<file path="src/rtl/rs_syndrome_5.sv">
// rs_syndrome_5: computes the two Reed-Solomon syndromes S1 = r(alpha) and
// S2 = r(alpha^2) over GF(2^5) (x^5+x^2+1) for a stream of received symbols,
// highest-degree coefficient first, using Horner accumulation.
//
// Handshake: there is no back-pressure. A symbol is accepted on any rising
// edge where sym_valid_i=1; sof_i is only meaningful on such an edge.
// syn_valid_o and abort_o are single-cycle strobes; syn1_o/syn2_o/err_o hold
// their values between syn_valid_o strobes.
module rs_syndrome_5 #(
   parameter int N_SYM = 31
) (
   input  logic       clk,
   input  logic       rst,
   input  logic [4:0] sym_i,
   input  logic       sym_valid_i,
   input  logic       sof_i,
   output logic [4:0] syn1_o,
   output logic [4:0] syn2_o,
   output logic       syn_valid_o,
   output logic       err_o,
   output logic       abort_o
);

   localparam logic [0:0] IDLE  = 1'b0;
   localparam logic [0:0] ACCUM = 1'b1;

   // Count value held just before the final symbol of a codeword arrives.
   localparam logic [4:0] LAST_CNT = 5'(N_SYM - 1);

   logic [0:0] state;
   logic [4:0] acc1;
   logic [4:0] acc2;
   logic [4:0] cnt;
   logic [4:0] nxt1;
   logic [4:0] nxt2;

   // Constant multiply by alpha: shift, then fold x^5 back as x^2+1.
   function automatic logic [4:0] mul_a(input logic [4:0] a);
      return {a[3:0], 1'b0} ^ (a[4] ? 5'h05 : 5'h00);
   endfunction

   // Constant multiply by alpha^2: two cascaded alpha steps.
   function automatic logic [4:0] mul_a2(input logic [4:0] a);
      return mul_a(mul_a(a));
   endfunction

   // Horner step for both syndromes with the incoming symbol.
   always_comb begin
      nxt1 = mul_a(acc1) ^ sym_i;
      nxt2 = mul_a2(acc2) ^ sym_i;
   end

   // Codeword FSM, accumulators and registered outputs.
   always_ff @(posedge clk or posedge rst) begin
      if (rst) begin
         state       <= IDLE;
         acc1        <= 5'h00;
         acc2        <= 5'h00;
         cnt         <= 5'h00;
         syn1_o      <= 5'h00;
         syn2_o      <= 5'h00;
         err_o       <= 1'b0;
         syn_valid_o <= 1'b0;
         abort_o     <= 1'b0;
      end else begin
         syn_valid_o <= 1'b0;
         abort_o     <= 1'b0;
         case (state)
            IDLE: begin
               // Symbols without sof_i are dropped silently while idle.
               if (sym_valid_i && sof_i) begin
                  acc1  <= sym_i;
                  acc2  <= sym_i;
                  cnt   <= 5'd1;
                  state <= ACCUM;
               end
            end
            ACCUM: begin
               if (sym_valid_i) begin
                  if (sof_i) begin
                     // Early restart: drop the open codeword, start over here.
                     abort_o <= 1'b1;
                     acc1    <= sym_i;
                     acc2    <= sym_i;
                     cnt     <= 5'd1;
                  end else begin
                     acc1 <= nxt1;
                     acc2 <= nxt2;
                     cnt  <= cnt + 5'd1;
                     if (cnt == LAST_CNT) begin
                        syn1_o      <= nxt1;
                        syn2_o      <= nxt2;
                        err_o       <= |{nxt1, nxt2};
                        syn_valid_o <= 1'b1;
                        state       <= IDLE;
                     end
                  end
               end
            end
            default: state <= IDLE;
         endcase
      end
   end

endmodule

</file>
<file path="config.mk">
export PLATFORM = sky130hd
export DESIGN_NAME = rs_syndrome_5
export DESIGN_NICKNAME = d
export VERILOG_FILES = /design/src/rtl/rs_syndrome_5.sv
export SDC_FILE = /design/constraint.sdc
export NUM_CORES = 1
export LEC_CHECK = 0
export CELL_PAD_IN_SITES_DETAIL_PLACEMENT = 1
export CELL_PAD_IN_SITES_GLOBAL_PLACEMENT = 2
export CORE_ASPECT_RATIO = 0.5
export CORE_MARGIN = 5
export CORE_UTILIZATION = 33
export CTS_CLUSTER_SIZE = 24
export DETAILED_ROUTE_END_ITERATION = 6
export PLACE_DENSITY = 0.85
export SLEW_MARGIN = 5
export SYNTH_ARGS = -nofsm -noshare
export SYNTH_HDL_FRONTEND = slang
export SYNTH_SLANG_ARGS = --single-unit
</file>
<file path="constraint.sdc">
create_clock -name clk -period 1.55 [get_ports clk]
set_input_delay 0.31 -clock clk [delete_from_list [all_inputs] [get_ports clk]]
set_output_delay 0.31 -clock clk [all_outputs]
set_load 0.01 [all_outputs]
</file>
==> Word-level counts from Yosys, hierarchy flattened <==
Index checks and enable logic that the tools add are counted.
{ "word_totals": {"ramBits": 0, "register_bits": 29, "wordCells": 50, "rom_bits": 0, "n_memories": 0, "latchBits": 0, "input_bits": 9, "out_inout_bits": 13} }
{ "op_classes": {"add_sub_neg": 1, "n_mul": 0, "n_lt_le_gt_ge": 0, "muxes": 26, "bitwise": 7, "n_eq_ne": 3, "shift": 0, "reduce_logical": 4, "div": 0} }
{ "ops": {"columns": ["cell", "n"], "rows": [
  ["5-bit 2-to-1 mux", 8],
  ["5-bit one-hot mux with 2 select lines", 3],
  ["5-bit by 3-bit bitwise XOR with 5-bit output", 3],
  ["1-bit 2-to-1 mux", 11],
  ["10-bit OR reduction", 1],
  ["5-bit bitwise XOR", 2],
  ["3-bit 2-to-1 mux", 3],
  ["5-bit by 1-bit adder with 5-bit output, second input constant", 1],
  ["5-bit == test, second input constant", 1],
  ["2-bit inequality test, second input constant", 2],
  ["4-bit AND reduction", 1],
  ["1-bit NOT", 2],
  ["1-bit one-hot mux with 2 select lines", 1],
  ["2-bit AND reduction", 1],
  ["1-bit logical AND", 1]
]} }

==> Logic depth before layout (Yosys ltp) <==
Gate-level depths: netlist of the first run.
{ "logic_depth": {"depth_word": 8, "ltp_mapped": 7, "ltp_nobuf": 6} }

==> Least setup slack after synthesis of the first run <==
Ideal clock, no wire load.
{ "synth_path": {"kind": "reg2reg", "startpoint": "register cnt[0]", "endpoint": "register syn2_o[3]", "arrival_time_ps": 1292, "setup_ps": 125, "path_stages_with_launch": 7, "setup_slack_ps": 134, "n_path_buf": 1, "period_less_slack_ps": 1416, "t_required_ps": 1425, "cell_sequence": "dfrtp_1 inv_1 ha_1 nand4_1 nor2_4 buf_6 mux2_2"} }
{ "synth_between": {"elab_chain_len": 2} }
{ "synth_lines": {"columns": ["item", "line", "rtl"], "rows": [
  ["start: declaration", "33", "logic [4:0] cnt;"],
  ["start signal: assignment", "89", "cnt <= cnt + 5'd1;"],
  ["5-bit == test", "90", "if (cnt == LAST_CNT) begin"],
  ["4-bit AND reduction (no source line)", null, null],
  ["end signal: assignment", "92", "syn2_o <= nxt2;"],
  ["end: declaration", "18", "output logic [4:0] syn2_o,"]
]} }
No other way between the ends.
A chain may end at the register's enable or synchronous reset.

==> Worst setup path in the final report of the first run <==
{ "layout_path": {"startpoint": "register err_o", "endpoint": "output port err_o"} }
{ "layout_lines": {"columns": ["item", "line", "rtl"], "rows": [
  ["start: declaration", "20", "output logic err_o,"],
  ["start signal: assignment", "93", "err_o <= |{nxt1, nxt2};"]
]} }
No word-level cell between the ends.

==> results.md, run 1 <==
- Summed over all cells, the static leakage comes to 0.876 nW.
- The number of gates resized after cts is 0.
- The setup clock skew after layout is 0.00810 ns.
- The element type at the critical path end is an output port.
- For the worst setup path, the data required time is 1.24 ns.
- The clock net in this run drives a total of 29 sinks.
- The min-delay analysis places its worst path in the category input pin to async pin.
- The via count of the first global-routing pass is 1193.
- The register-to-register path setup slack is 0.08 ns.
- The average vias per placed instance is 4.71.
- Averaged over all synthesized cells, the footprint is 9.83 um2.
- The number of max-cap violations is 0.
- The share of the Yosys chip area taken by registers is 0.495.
- The final hold violation count is 0.
- The height of the chip is 57.1 um.
- The setup-violating endpoint count in the final report is 0.
- Walking the worst path, the cells encountered are clkdlybuf4s50_1.
- The final-stage net count is 199.
- The cell class contributing the biggest share of worst-path delay is buffers and inverters.
- The die covers 0.00595 mm2.
- Detailed placement finished with a half-perimeter wire length of 2470 um.
- The number of max-slew violations in the final report is 0.
- The share of total power in combinational logic is 0.182.
- In the routed design, unresolved DRC markers number 0.
- The H-tree depth is 2.
- The flow ran to the end, and the final reports show no timing, DRC or antenna violations.
- The data arrival time of the worst path is 1.18 ns.
- The cell area reported after detailed placement is 0.00183 mm2.
- The critical setup path kind is flop to output port.
- The number of cells produced by synthesis is 149.
- In the final layout, flip-flops and latches occupy 726 um2.
- The clock passes through at most 2 buffers.
- The total via count in the routed design is 1159.
- The core outline area is 0.00434 mm2.
- The clock network fraction of design power is 0.415.
- Hold timing on the final database bottoms out at a slack of 0.399 ns.
- The biggest cell delay along the critical path is 0.54 ns.
- The first-pass GRT wire length is 5700 um.
- Once routing completed, OpenROAD measured the worst setup slack at 0.0606 ns.
- After detailed routing, the total wire length is 3350 um.
- Setup repair after global routing could not meet its margin everywhere.
- The clock root buffer master is sky130_fd_sc_hd__clkbuf_8.
- The count of nets left with antenna violations after detail routing is 0.
- The total global-route track usage is 0.124.
- For this run, the number of standard cells in the final layout without fillers is 246.
- Buffers inserted to repair hold after CTS numbered 0.
- The area of the mapped netlist is 0.00147 mm2.
- The multi-input logic area is 677 um2.
- For this design, the slowest cell found on the critical path is sky130_fd_sc_hd__clkdlybuf4s50_1.
- The CTS tree is built.
- The initialized floorplan defines 17 standard-cell rows.
- The number of antenna violations at the first check in global routing is 0.
- The clock transition time at the flip-flop clock pins of the worst setup and hold paths is 0.07 ns.
- Measured along the x axis, the die boundary spans 104 um.
- The global route total overflow is 0.
- Entering global routing, the biggest net connects 30 pins.
- After the first detailed-routing iteration, the DRC count stood at 10.
- The initial core utilization is 0.338.
- The number of filler instances in the final layout is 504.
- The routability congestion estimate is 0.719.
- Headroom to the max-slew limit came out at 0.742.
- The number of buffers added on ports is 21.
- The buffers plus inverters on the worst setup path is 1.
- Based on the critical path, the design can be clocked at up to 671 MHz.
- At the pin with the least slew margin, the transition time is 0.387 ns.
- The worst setup slack before clock tree synthesis is -0.183 ns.
- The number of register bits inferred by synthesis is 29.
- The top-level I/O count is 22.
- The part of the cycle the worst path needs is 0.961.
- The number of distinct library cell variants in the gate-level netlist after synthesis is 26.
- The area growth from synthesis to layout is 35.4%.
- The number of placed instances with taps included is 235.
- The share of cells above drive strength 1 is 0.185.
- The number of detailed-route iterations in the first pass is 4.
- Synthesis produced a netlist with a net count of 160.
- Of the total power, the share spent switching nets is 0.267.
- The share of total power dissipated in sequential elements is 0.403.
- The net switching power figure is 612 uW.
- The clock buffer count from CTS is 5.
- For this design the ratio of total power to cell area is 1150 mW/mm2.
- The cell area after layout is 0.00198 mm2.
- The internal power summed over all cells is 1.68 mW.
- The number of antenna diodes in the final layout is 0.
- During synthesis, Yosys emitted a total of 0 warnings.
- In the final routed layout, each cell accounts on average for 13.6 um.
- The worst ir drop on vdd is 325 uV.
- The most frequent standard cell in the layout excluding fill and tap cells is sky130_fd_sc_hd__dfrtp_1.
- In the layout the commonest cells are sky130_fd_sc_hd__dfrtp_1 (29), sky130_fd_sc_hd__nand2_1 (21), sky130_fd_sc_hd__clkdlybuf4s50_1 (21), sky130_fd_sc_hd__buf_4 (18).
- The minimum clock period is 1.49 ns.
- In this run the worst path has a maximum fanout of 2.
- Clock latency on the worst-skew pair, taken at its later pin, is 0.29 ns.
- The sort of element at the start of the critical path is a flop.
[layout make-up]
type,count,share of cell area
Clock inverter,3,0.0328
Timing Repair Buffer,40,0.184
Inverter,3,0.00567
Tap cell,57,0.0359
Sequential cell,29,0.366
Multi-Input combinational cell,109,0.341
Clock buffer,5,0.0347
[power groups by stage]
| stage | clock, mW | combinational [mW] | sequential [mW] |
|---|---|---|---|
| after floorplan | 0 | 0.286 | 0.913 |
| after global placement | 0 | 0.396 | 0.932 |
| after CTS | 0.969 | 0.415 | 0.925 |
| after global routing | 1.01 | 0.467 | 0.937 |
| final | 0.949 | 0.416 | 0.923 |
| after detailed placement | 0 | 0.411 | 0.938 |
[timing repair]
| action | in CTS | in global routing |
|---|---|---|
| setup buffers | 0 | 3 |
| endpoints found under the hold margin | 0 | 0 |
| endpoints found under the setup margin | 0 | 5 |
[path summary, 6_finish.rpt]
kind | endpoint | start | cells after the start
worst max-delay path | err_o | err_o | 1
worst min-delay path | syn1_o[0] | rst | 3
worst max register to register | syn2_o[3] | cnt[0] | 5
worst min register to register | acc2[1] | acc2[1] | 2
max in group asynchronous | acc2[1] | rst | 3
min in group clk | acc2[1] | acc2[1] | 2
[registers in the layout, indices dropped and copies added, names as in the netlist, 5 cells and up]
signal,flops
acc1,5
syn2_o,5
cnt,5
acc2,5
syn1_o,5
[metal layers]
metal  part of all wire  track usage
met5                  0            0
met3              0.043       0.0395
met2               0.47        0.204
met4              0.023       0.0664
met1               0.46        0.146
[synth_stat cells]
cell type                  count  area (um2)
sky130_fd_sc_hd__a21oi_1       8        40.0
sky130_fd_sc_hd__nand2b_1      1        6.26
sky130_fd_sc_hd__dfrtp_1      29         726
sky130_fd_sc_hd__and3_1        4        25.0
sky130_fd_sc_hd__xnor2_1      15         131
sky130_fd_sc_hd__nand4_1       1        6.26
sky130_fd_sc_hd__a41oi_1       1        8.76
sky130_fd_sc_hd__nor3_1        3        15.0
sky130_fd_sc_hd__inv_1         3        11.3
sky130_fd_sc_hd__nand3b_4      1        20.0
sky130_fd_sc_hd__ha_1          2        25.0
sky130_fd_sc_hd__buf_2         5        25.0
sky130_fd_sc_hd__nor2_4        1        11.3
sky130_fd_sc_hd__buf_6         1        11.3
sky130_fd_sc_hd__mux2_2        2        22.5
sky130_fd_sc_hd__nor2b_1       1        6.26
sky130_fd_sc_hd__xor2_1       10        87.6
sky130_fd_sc_hd__nand3_1       3        15.0
sky130_fd_sc_hd__o21ai_1       4        20.0
sky130_fd_sc_hd__nand2_1      21        78.8
sky130_fd_sc_hd__o21ai_0      10        50.1
sky130_fd_sc_hd__o21ai_2       4        35.0
sky130_fd_sc_hd__nor2_1       15        56.3
sky130_fd_sc_hd__o22ai_1       1        6.26
sky130_fd_sc_hd__buf_4         2        15.0
sky130_fd_sc_hd__mux2i_1       1        10.0
[through the flow]
stage                     power, mW  setup TNS (ns)   util
after CTS                      2.31               0  0.452
after floorplan                1.20               0      -
after detailed placement       1.35           -1.57  0.421
final                          2.29               0  0.457
after global placement         1.33          -0.920  0.421
after global routing           2.42         -0.0695  0.457
[kinds of logic after synthesis]
kind of cell               Yosys count  synth area share
AOI/OAI and AO/OA                   28             0.109
muxes                                3            0.0222
buffers and inverters               11            0.0427
DFF                                 29             0.495
and+or+nand+nor                     51             0.164
xor gates and xnor gates            25             0.149
adders and majority gates            2            0.0171
Note: power is estimated with default switching activity, not from simulation.
==> run 2, diff against run 1 <==
Settings changed: CORE_UTILIZATION 33 to 38, DONT_BUFFER_PORTS set to 1, HOLD_SLACK_MARGIN set to 0.03, PLACE_DENSITY 0.85 to 0.84.
==> results.md, run 2 (synthesized netlist as in run 1, its figures left out) <==
- After detailed routing, the average wire length per cell comes to 14.8 um.
- The routability congestion estimate is 0.770.
- Using the TritonRoute via totals, the vias-per-cell ratio works out to 4.92.
- Counting both buffers and inverters, the worst setup path holds a total of 1.
- Across the run, the number of max-cap violations was 0.
- For this run, global-route usage on met2 was measured as 0.204.
- In the routed design, unresolved DRC markers number 0.
- The largest individual stage delay along the critical path comes from the cell sky130_fd_sc_hd__dfrtp_1.
- The floorplan step defined a die boundary enclosing 0.00527 mm2.
- The worst hold path stage count is 1.
- The signal on the critical path passes through inv_1 > ha_1 > nand4_1 > nor2_4 > mux2_2.
- The CTS tree is built.
- The placed wire-length estimate after detailed placement is 2250 um.
- The worst ir drop on vdd is 395 uV.
- The final critical-path setup slack is 0.116 ns.
- After filler insertion, the fill cell instance count of the layout stands at 409.
- Of the cells placed in the final design, the portion with a size suffix greater than 1 is 0.123.
- The part of the cycle the worst path needs is 0.925.
- The die is 53.9 um tall.
- The total via count in the routed design is 1009.
- Setup violations remaining at the end of the flow were counted as 0.
- The final-stage net count is 164.
- The critical path startpoint is cnt[0].
- In the layout the commonest cells are sky130_fd_sc_hd__dfrtp_1 (29), sky130_fd_sc_hd__nand2_1 (21), sky130_fd_sc_hd__xnor2_1 (15), sky130_fd_sc_hd__nor2_1 (15).
- The initial utilization of the core area, before any placement, comes to 0.411.
- Entering global routing, the biggest net connects 30 pins.
- The final hold violation count is 0.
- The global route total overflow is 0.
- Measured in cells, the most critical reg-to-reg path has a length of 5.
- The worst relative slew slack is 0.748.
- In this run the power density over the cells is 1260 mW/mm2.
- The number of violations reported at the end of detailed-routing iteration 0 is 19.
- The flow ran to the end, and the final reports show no timing, DRC or antenna violations.
- The maximum clock frequency is 697 MHz.
- The worst setup path is captured at a flop.
- The cell class contributing the biggest share of worst-path delay is flip-flops.
- The count of nets left with antenna violations after detail routing is 0.
- Relative to the synthesized area, the layout overhead comes to 12.4%.
- The tightest min-delay check is of the input pin to flop type.
- The critical path required time is 1.71 ns.
- In this run the most critical hold path is launched from sof_i.
- After clock tree synthesis, the clock-pin slew on the worst setup and hold paths is 0.06 ns.
- After routing, the total negative slack on setup checks comes to 0 ns.
- Summed over all cells, the static leakage comes to 0.720 nW.
- The number of gates resized after CTS was 0.
- The clock buffer count from CTS is 5.
- 0 antenna diodes ended up in the layout.
- The busiest metal layer after global routing is met2.
- The via count of the first global-routing pass is 1041.
- The number of buffers added on ports is 0.
- The number of max-slew violations in the final report is 0.
- Setup repair after global routing left no endpoint under its margin.
- The first-pass GRT wire length is 5200 um.
- The clock passes through at most 2 buffers.
- Setup slack on the worst reg-to-reg path comes out at 0.12 ns.
- The setup clock skew after layout is 0.00393 ns.
- In this run the critical register-to-register path is captured at syn2_o[3].
- The number of antenna violations at the first check in global routing came to 0.
- The startpoint identified for the worst register-to-register timing path is cnt[0].
- The horizontal die dimension is 97.8 um.
- The fraction of met1 tracks used by global routing is 0.160.
- The row count is 15.
- The H-tree generated during clock tree synthesis spans 2 levels.
- The critical setup path kind is flop to flop.
- The worst hold path endpoint is abort_o.
- The most frequent standard cell in the layout excluding fill and tap cells is sky130_fd_sc_hd__dfrtp_1.
- The minimum clock period is 1.43 ns.
- The CTS sink count is 29.
- Across all hold checks on the routed design, the worst slack comes to 0.178 ns.
- The core outline area is 0.00357 mm2.
- The sort of element at the start of the critical path is a flop.
- STA puts the critical path data arrival time at 1.60 ns.
- The number of detailed-route iterations in the first pass is 4.
- The largest single stage delay on the critical path is 0.42 ns.
- OpenSTA, run right after detailed placement, puts the worst setup slack at 0.119 ns.
- In the global route stage, met3 resource usage came out at 0.0621.
- The transition at the pin with the smallest max-transition slack is 0.378 ns.
- In this run the worst path has a maximum fanout of 5.
- Across every metal layer, demand over resource in global routing totals 0.133.
- The final layout contains routed wiring with a total length of 3030 um.
- CTS placed an instance of sky130_fd_sc_hd__clkbuf_8 at the clock tree root.
- For this design the top-level I/O count stands at 22.
- The clock reaches the later pin of the worst-skew pair after 0.28 ns.
-- run 2: repair_timing --
item                      CTS  global route
hold buffers                1             0
buffers inserted            0             0
hold endpoints to repair   29             0
-- run 2: final cells by class --
| cell class | instances | area (um2) | area share |
|---|---|---|---|
| Clock buffer | 7 | 86.3 | 0.0524 |
| Clock inverter | 1 | 30.0 | 0.0182 |
| Inverter | 3 | 11.3 | 0.00684 |
| Multi-Input combinational cell | 109 | 677 | 0.411 |
| Sequential cell | 29 | 726 | 0.441 |
| Tap cell | 51 | 63.8 | 0.0388 |
| Timing Repair Buffer | 5 | 52.6 | 0.0319 |
-- run 2: where the power goes --
| group | switching (mW) | leakage (nW) | internal (mW) | total, mW |
|---|---|---|---|---|
| Clock | 0.292 | 0.0585 | 0.523 | 0.815 |
| Sequential | 0.0938 | 0.372 | 0.829 | 0.923 |
| Combinational | 0.178 | 0.290 | 0.160 | 0.339 |
| Total | 0.564 | 0.720 | 1.51 | 2.08 |
-- run 2: metrics by stage --
| step | std cells | total power [mW] | cell area (um2) | utilization |
|---|---|---|---|---|
| 2_1_floorplan | 149 | 1.20 | 1470 | - |
| 3_3_place_gp | 196 | 1.26 | 1520 | 0.426 |
| 3_5_place_dp | 196 | 1.28 | 1520 | 0.426 |
| 4_1_cts | 205 | 2.11 | 1650 | 0.462 |
| 5_1_grt | 205 | 2.20 | 1650 | 0.462 |
| 6_report | 205 | 2.08 | 1650 | 0.462 |
-- run 2: per-layer routing --
layer,vias to the layer above,share of wire
met5,-,0
met4,0,0.024
met3,7,0.074
met2,22,0.43
met1,485,0.48
li1,495,-
-- run 2: how the worst max path moves through the flow --
stage           endpoint  slack [ns]  depth (start not counted)
3_5_place_dp   syn2_o[3]        0.12                          5
4_1_cts        syn2_o[3]        0.11                          5
6_report       syn2_o[3]        0.12                          5
2_1_floorplan  syn2_o[3]        0.13                          6
3_3_place_gp   syn1_o[2]        0.18                          5
5_1_grt        syn2_o[2]        0.05                          6
-- run 2: worst reg2reg max path: stages, from the launching register on --
cell	delay [ns]
sky130_fd_sc_hd__dfrtp_1	0.42
sky130_fd_sc_hd__inv_1	0.08
sky130_fd_sc_hd__ha_1	0.14
sky130_fd_sc_hd__nand4_1	0.14
sky130_fd_sc_hd__nor2_4	0.19
sky130_fd_sc_hd__mux2_2	0.36
==> run 3, diff against run 2 <==
Settings changed: GPL_ROUTABILITY_DRIVEN set to 0.
==> results of run 3 <==
Same layout as run 2: the final DEF is identical, and so are final timing and power.
